`src/rtl/reg_file_sb_pkg.sv`:
```
// Shared constants for the pipelined-core register file: immediate
// extension mode encodings and the default core datapath geometry.
package reg_file_sb_pkg;

    localparam logic [1:0] IMM_SEXT_FULL = 2'd0;
    localparam logic [1:0] IMM_SEXT3     = 2'd1;
    localparam logic [1:0] IMM_ZEXT      = 2'd2;
    localparam logic [1:0] IMM_RSVD      = 2'd3;

    localparam int DEFAULT_DATA_W = 8;
    localparam int DEFAULT_DEPTH  = 8;
    localparam int DEFAULT_IMM_W  = 6;

endpackage

```
`src/rtl/reg_file_sb_imm_extend.sv`:
```
// Immediate sign/zero extension. Built at the wider of DATA_W and IMM_W,
// then truncated to DATA_W, so narrow datapaths keep the low bits.
module imm_extend
    import reg_file_sb_pkg::*;
#(
    parameter int DATA_W = DEFAULT_DATA_W,
    parameter int IMM_W  = DEFAULT_IMM_W
) (
    input  logic [IMM_W-1:0]  imm_raw,
    input  logic [1:0]        imm_mode,
    output logic [DATA_W-1:0] imm_data
);

    localparam int EXT_W = (DATA_W > IMM_W) ? DATA_W : IMM_W;

    logic [EXT_W-1:0] raw_z;
    logic [EXT_W-1:0] sext_full;
    logic [EXT_W-1:0] sext3;
    logic [EXT_W-1:0] ext_sel;

    // Form every extension candidate, then pick one by mode; the upper-bit
    // mask collapses to zero when there are no bits above the raw field.
    always_comb begin
        raw_z     = EXT_W'(imm_raw);
        sext_full = raw_z | (imm_raw[IMM_W-1] ? ~((EXT_W'(1) << IMM_W) - EXT_W'(1)) : '0);
        sext3     = EXT_W'(imm_raw[2:0]) | (imm_raw[2] ? ~EXT_W'(3'b111) : '0);
        case (imm_mode)
            IMM_SEXT_FULL: ext_sel = sext_full;
            IMM_SEXT3:     ext_sel = sext3;
            IMM_ZEXT:      ext_sel = raw_z;
            default:       ext_sel = '0;
        endcase
        imm_data = ext_sel[DATA_W-1:0];
    end

endmodule

```
`src/rtl/reg_file_sb.sv`:
```
// Register file with two combinational read ports, one write port,
// write-to-read bypass, optional hardwired zero register and a busy
// scoreboard that reports read-after-write hazards to issue.
module reg_file_sb
    import reg_file_sb_pkg::*;
#(
    parameter int DATA_W     = DEFAULT_DATA_W,
    parameter int DEPTH      = DEFAULT_DEPTH,
    parameter int ADDR_W     = $clog2(DEPTH),
    parameter int IMM_W      = DEFAULT_IMM_W,
    parameter int ZERO_REG   = 0,
    parameter int INIT_INDEX = 1
) (
    input  logic              Clk,
    input  logic              Reset_n,
    input  logic [ADDR_W-1:0] Rd_Addr_A,
    input  logic [ADDR_W-1:0] Rd_Addr_B,
    output logic [DATA_W-1:0] Rd_Data_A,
    output logic [DATA_W-1:0] Rd_Data_B,
    input  logic              Wr_En,
    input  logic [ADDR_W-1:0] Wr_Addr,
    input  logic [DATA_W-1:0] Wr_Data,
    input  logic              Issue_En,
    input  logic [ADDR_W-1:0] Issue_Dest,
    output logic              Hazard_A,
    output logic              Hazard_B,
    output logic [DEPTH-1:0]  Busy_Vec,
    input  logic [IMM_W-1:0]  Imm_Raw,
    input  logic [1:0]        Imm_Mode,
    output logic [DATA_W-1:0] Imm_Data
);

    localparam bit ZERO_EN = (ZERO_REG != 0);
    localparam bit INIT_EN = (INIT_INDEX != 0);

    logic [DATA_W-1:0] regs_q [DEPTH];
    logic [DATA_W-1:0] regs_d [DEPTH];
    logic [DEPTH-1:0]  busy_q;
    logic [DEPTH-1:0]  busy_d;

    logic wr_ok;
    logic iss_ok;
    logic byp_a;
    logic byp_b;

    // Qualify write/issue against the zero register and detect bypass hits.
    always_comb begin
        wr_ok  = Wr_En && !(ZERO_EN && (Wr_Addr == '0));
        iss_ok = Issue_En && !(ZERO_EN && (Issue_Dest == '0));
        byp_a  = wr_ok && (Wr_Addr == Rd_Addr_A);
        byp_b  = wr_ok && (Wr_Addr == Rd_Addr_B);
    end

    // Next register contents: a single qualified write.
    always_comb begin
        regs_d = regs_q;
        if (wr_ok) begin
            regs_d[Wr_Addr] = Wr_Data;
        end
    end

    // Next scoreboard: writeback clears, then issue sets so a new producer
    // to the same register wins over the retiring one.
    always_comb begin
        busy_d = busy_q;
        if (Wr_En) begin
            busy_d[Wr_Addr] = 1'b0;
        end
        if (iss_ok) begin
            busy_d[Issue_Dest] = 1'b1;
        end
    end

    // Read ports with bypass; a same-cycle writeback resolves the hazard.
    always_comb begin
        Rd_Data_A = byp_a ? Wr_Data : regs_q[Rd_Addr_A];
        Rd_Data_B = byp_b ? Wr_Data : regs_q[Rd_Addr_B];
        Hazard_A  = busy_q[Rd_Addr_A] & ~byp_a;
        Hazard_B  = busy_q[Rd_Addr_B] & ~byp_b;
        Busy_Vec  = busy_q;
    end

    // Storage and scoreboard state; reset loads index values (reg0 is 0
    // either way) and clears all pending bits.
    always_ff @(posedge Clk or negedge Reset_n) begin
        if (!Reset_n) begin
            for (int i = 0; i < DEPTH; i++) begin
                regs_q[i] <= INIT_EN ? DATA_W'(i) : '0;
            end
            busy_q <= '0;
        end else begin
            regs_q <= regs_d;
            busy_q <= busy_d;
        end
    end

    imm_extend #(
        .DATA_W (DATA_W),
        .IMM_W  (IMM_W)
    ) u_imm_extend (
        .imm_raw  (Imm_Raw),
        .imm_mode (Imm_Mode),
        .imm_data (Imm_Data)
    );

endmodule

```
`config.mk`:
```
export PLATFORM = sky130hd
export DESIGN_NAME = reg_file_sb
export DESIGN_NICKNAME = d
export VERILOG_FILES = /design/src/rtl/reg_file_sb_pkg.sv /design/src/rtl/reg_file_sb_imm_extend.sv /design/src/rtl/reg_file_sb.sv
export SDC_FILE = /design/constraint.sdc
export NUM_CORES = 1
export LEC_CHECK = 0
export CAP_MARGIN = 10
export CORE_MARGIN = 5
export CORE_UTILIZATION = 40
export DETAILED_ROUTE_END_ITERATION = 6
export PLACE_DENSITY = 0.65
export REMOVE_ABC_BUFFERS = 1
export SLEW_MARGIN = 25
export SYNTH_ARGS = -nofsm -noshare
export SYNTH_HDL_FRONTEND = slang
export SYNTH_SLANG_ARGS = --single-unit
```
`constraint.sdc`:
```
create_clock -name Clk -period 2.88 [get_ports Clk]
set_input_delay 0.576 -clock Clk [delete_from_list [all_inputs] [get_ports Clk]]
set_output_delay 0.576 -clock Clk [all_outputs]
set_load 0.01 [all_outputs]
```
# Word level (Yosys, flattened, before mapping)
# Cells that the tools add are included.
# word_totals
ff_bits,72
latchBits,0
ram_bits,0
mem_bits_ro,0
inputBits,32
out_inout_bits,34
word_cells,65
n_memories,0
# op_classes
n_addsub,0
n_mul,0
div_mod_pow,0
magnitude_cmp,10
eq_ne,4
shift,0
n_mux,24
bitwise_logic,12
n_reduce_logical,6
# ops
op,n
$mux 8,11
$bwmux 64,1
$bmux 8 s3,2
$demux 8 s3,1
$pmux 8 s3,1
$lt 3x4->1 const B,4
$ge 4x4->1 const B,3
$not 3->4,3
$and 8x8->8,1
$not 8->8,1
$or 3x8->8,1
$or 6x8->8,1
$or 8x8->8,1
$bmux 1 s3,2
$demux 1 s3,2
$eq 3x3->1,2
$ge 3x1->1 const B,2
$logic_and 1x1->1,5
$lt 4x1->1 const B,1
$mux 1,4
$and 1x1->1,2
$eq 2x1->1 const B,1
$eq 2x2->1 const B,1
$logic_not 2->1,1
$not 1->1,2

# Depth between registers and ports, before layout
# logic_depth
depth_word,9
depth_mapped,5
depth_no_buf,3

# Modules after synthesis
# From an unflattened synthesis, not the netlist that was laid out.
# hier_totals
hier_cells,283
area_unflattened_um2,4383.0
# by_module_without_submodules
module,n_inst,cells_each,area_per_inst_um2,seq_area_each_um2
reg_file_sb,1,269,4295.4,1816.7
imm_extend,1,14,87.6,0.0

# Worst setup path before layout
# Ideal clock, no wire load.
# synth_timing
path_type,in2out
startpoint,in Rd_Addr_A[1]
endpoint,out Rd_Data_A[3]
arrival_time_ps,1961
required_ps,2304
slack_ps,343
stages,5
path_buffers,2
cell_sequence,clkbuf_1 > buf_2 > mux4_2 > mux2_2 > mux2_2
# synth_via
elab_chain_cells,5
elab_cells_between_ends,7
cone_classes,eq/ne (1); mux (4); bitwise (1); reduce/logical (1)
# synth_rtl
item,line,rtl
start: declaration,reg_file_sb.sv:16,"input logic [ADDR_W-1:0] Rd_Addr_A,"
$not 3->4 (implied by the code),reg_file_sb.sv:76,Rd_Data_A = byp_a ? Wr_Data : regs_q[Rd_Addr_A];
$bmux 8 s3,reg_file_sb.sv:76,
$mux 8 (implied by the code) (2 in series),reg_file_sb.sv:76,
$mux 8 *,reg_file_sb.sv:76,
end: declaration,reg_file_sb.sv:18,"output logic [DATA_W-1:0] Rd_Data_A,"
# Every way passes the cells marked *; elsewhere a longest branch is shown, timed or not. The select of a mux whose other input is x is not followed.

# Final worst setup path
# layout_timing
startpoint,in Wr_Addr[2]
endpoint,out Rd_Data_A[0]
# layout_via
elab_chain_cells,3
# layout_rtl
item,line,rtl
start: declaration,reg_file_sb.sv:21,"input logic [ADDR_W-1:0] Wr_Addr,"
$eq 3x3->1,reg_file_sb.sv:50,byp_a = wr_ok && (Wr_Addr == Rd_Addr_A);
$logic_and 1x1->1,reg_file_sb.sv:50,
$mux 8,reg_file_sb.sv:76,
# Every way passes these cells.

==> key figures <==
Floorplanning
  – Core Footprint: 10700 um2
  – Site row count: 38
  – Chip height: 114 um
  – Die Width: 114 um
  – I/O Pins: 66
  – Die ar.: 13000 um2
  – Initial core utilization: 0.403

Critical path
  – Critical Path RT: 2300 ps
  – Crit Path Max Fanout: 4
  – Crit Path Class: primary input to output port
  – Worst EP arrival: 2270 ps
  – Crit start category: primary input
  – Critical Path End Type: output port

Routing
  – Routed via count: 2890
  – Total wire length: 11.4 mm
  – Pre-antenna DRT Iters: 7
  – Routed Antenna Nets: 0
  – DR WL/cell: 21.3 um
  – Drt via density: 5.42
  – Iter 0 DRT Violations: 163
  – DRC: 0

Place
  – Post-DP HPWL: 7.47 mm
  – Placed cells: 502
  – IO Port Bufs: 65
  – Cell Area, Placed: 5350 um2
  – GP Congestion: 0.792

Pwr
  – Total power: 0.00321 W
  – Switching share of power: 0.271
  – Peak VDD IR: 0.227 mV
  – Cell Int Power: 0.00234 W
  – Pwr/cell area: 560 nW/um2
  – Gate power share: 0.331
  – Lkg Pwr: 2.47 nW
  – Register share of total power: 0.444
  – Sw power: 0.000870 W
  – Clk network pwr share: 0.225

Synth
  – Top_reg_cell synth: dfrtp_1
  – Netlist cell types: 26
  – Synth Register Bits: 72
  – Cells after Synth: 282
  – Syn_area_per_cell: 15.3 um2
  – Post-Synthesis Cell Area: 4320 um2
  – FFs w/ async S/R, synth: 1.00
  – Seq/Total Area, Yosys: 0.421
  – Synth warnings: 0
  – Post-synth EDFFs: 0

GRT
  – Grt ovf: 0
  – Met3 Resource Use GR: 0.0207
  – Gr usage total: 0.180
  – Initial antenna violation count: 0
  – Gr busiest metal: met2
  – First-pass GRT wire length: 17.5 mm
  – M1 GR Usage: 0.236
  – Number of global-route vias before repair: 3088
  – GR Util met2: 0.309
  – Largest net degree at the start of global routing: 45

Cells and area
  – # fillers: 923
  – Sequential cell area: 1820 um2
  – Fin cells: 533
  – Antenna Cells: 0
  – Footprint of the multi-input gates: 2310 um2
  – Share of cells above drive strength 1: 0.506
  – P&R area growth vs syn: 32.7%
  – # nets final: 421
  – Final Instance Area: 5730 um2

Clock network
  – CTS H-tree depth: 3
  – Total CTS buffers: 9
  – Clock Latency Late Sink: 330 ps
  – # clock sinks: 72
  – Root Driver: clkbuf_8
  – Clock tree buffer depth: 2
  – Clock slew at reported path FFs: 60 ps
  – CTS tree: done

Timing
  – Final period util: 0.987
  – Final setup vio count: 0
  – Worst-margin pin slew: 693 ps
  – Final Slew Violations: 0
  – Rel. slew slack: 0.538
  – Layout Skew: 0 ps
  – Final hold viol count: 0
  – Worst hold margin: 282 ps
  – F_max: 352 MHz
  – Tmin final: 2840 ps

Run status
  – Status: finished clean

Run
  – Max_cap viols: 0

Worst hold path
  – Hold Path Class: primary input to async pin
final cells by class:
cell class / count / share of cell area
inverters: 7 / 0.00459
repair buffers: 119 / 0.214
flip-flops and latches: 72 / 0.317
clock buffers: 15 / 0.0308
well taps: 140 / 0.0306
multi-input cells: 180 / 0.403
critical path: stages:
cell             delay, ps
clkdlybuf4s50_1        550
xnor2_1                140
nand4_1                130
buf_4                  160
buf_4                  150
mux2_4                 290
dlygate4sd2_1          280
cells by family (layout without fill, tap and decap cells):
logic type                count (synthesis)  count (layout)  share of synthesized area
muxes                                   134             134                      0.464
DFF                                      72              72                      0.421
buffers and inverters                    30             141                     0.0432
and+or+nand+nor                          29              29                     0.0441
AOI/OAI and AO/OA                        11              11                     0.0151
xor gates and xnor gates                  6               6                     0.0122
final timing paths:
check,start,to,slack [ps],cells past startpoint
setup / recovery,Wr_Addr[2],Rd_Data_A[0],40,7
min in group Clk,regs_q[49]$_DFFE_PN0P_,regs_q[49]$_DFFE_PN0P_,520,1
hold / removal,Reset_n,regs_q[13]$_DFFE_PN0P_,280,1
hold reg to reg,regs_q[49]$_DFFE_PN0P_,regs_q[49]$_DFFE_PN0P_,520,1
max in group asynchronous,Reset_n,regs_q[32]$_DFFE_PN1P_,1870,2
setup reg to reg,regs_q[11]$_DFFE_PN0P_,regs_q[11]$_DFFE_PN0P_,2080,1
cells in the final DEF (no fill, tap or decap), drive strengths merged, types with 3 or more instances in the layout:
master / count
and2: 5
buf: 58
clkbuf: 15
clkdlybuf4s50: 38
dfrtp: 60
dfstp: 12
dlygate4sd2: 16
dlymetal6s2s: 6
inv: 7
mux2: 98
mux4: 36
nand2: 8
nand2b: 4
nand4: 3
nand4b: 3
o21ai: 7
xnor2: 6
what timing repair did:
action | in CTS | in global routing
pin swaps | 1 | 1
endpoints found under the hold margin | 0 | 0
gates resized for setup | 37 | 8
setup buffers | 7 | 6
cloned | 3 | 0
hold buffers | 0 | 0
endpoints found under the setup margin | 18 | 13
metrics by stage:
stage	utilization	setup TNS, ps	worst slack [ps]
after floorplan	-	0	677
after global placement	0.500	-10240	-590
after detailed placement	0.500	-10330	-597
after CTS	0.529	-312	-158
after global routing	0.535	-13.2	-12.4
final	0.535	0	36.1
synth_stat cells (3+ instances only):
library cell   n  area [um2]
nand4b_1       3        26.3
xnor2_1        6        52.6
nand2_1        8        30.0
dfrtp_1       60        1500
o21ai_0        7        35.0
mux4_2        14         315
and2_1         5        31.3
mux2_2        96        1080
mux4_1        22         578
dfstp_2       12         315
inv_1          7        26.3
buf_6          4        45.0
nand4_1        3        18.8
nand2b_1       4        25.0
buf_1          8        30.0
buf_2          6        30.0
sequential cells by signal, summed over array words and instances, names as in the netlist:
name	count
regs_q	64
Busy_Vec	8
metal layers:
layer	vias up	part of all wire
met5	-	0
met4	0	0.022
met3	25	0.039
met2	67	0.51
met1	1487	0.43
li1	1311	-
power by group through the flow:
stage          combinational [W]  clock (W)  sequential (W)
2_1_floorplan           0.000627          0         0.00138
3_3_place_gp             0.00107          0         0.00142
3_5_place_dp             0.00109          0         0.00144
4_1_cts                  0.00107   0.000739         0.00142
5_1_grt                  0.00115   0.000784         0.00145
6_report                 0.00106   0.000721         0.00143
Power figures use the tool's default switching activity.
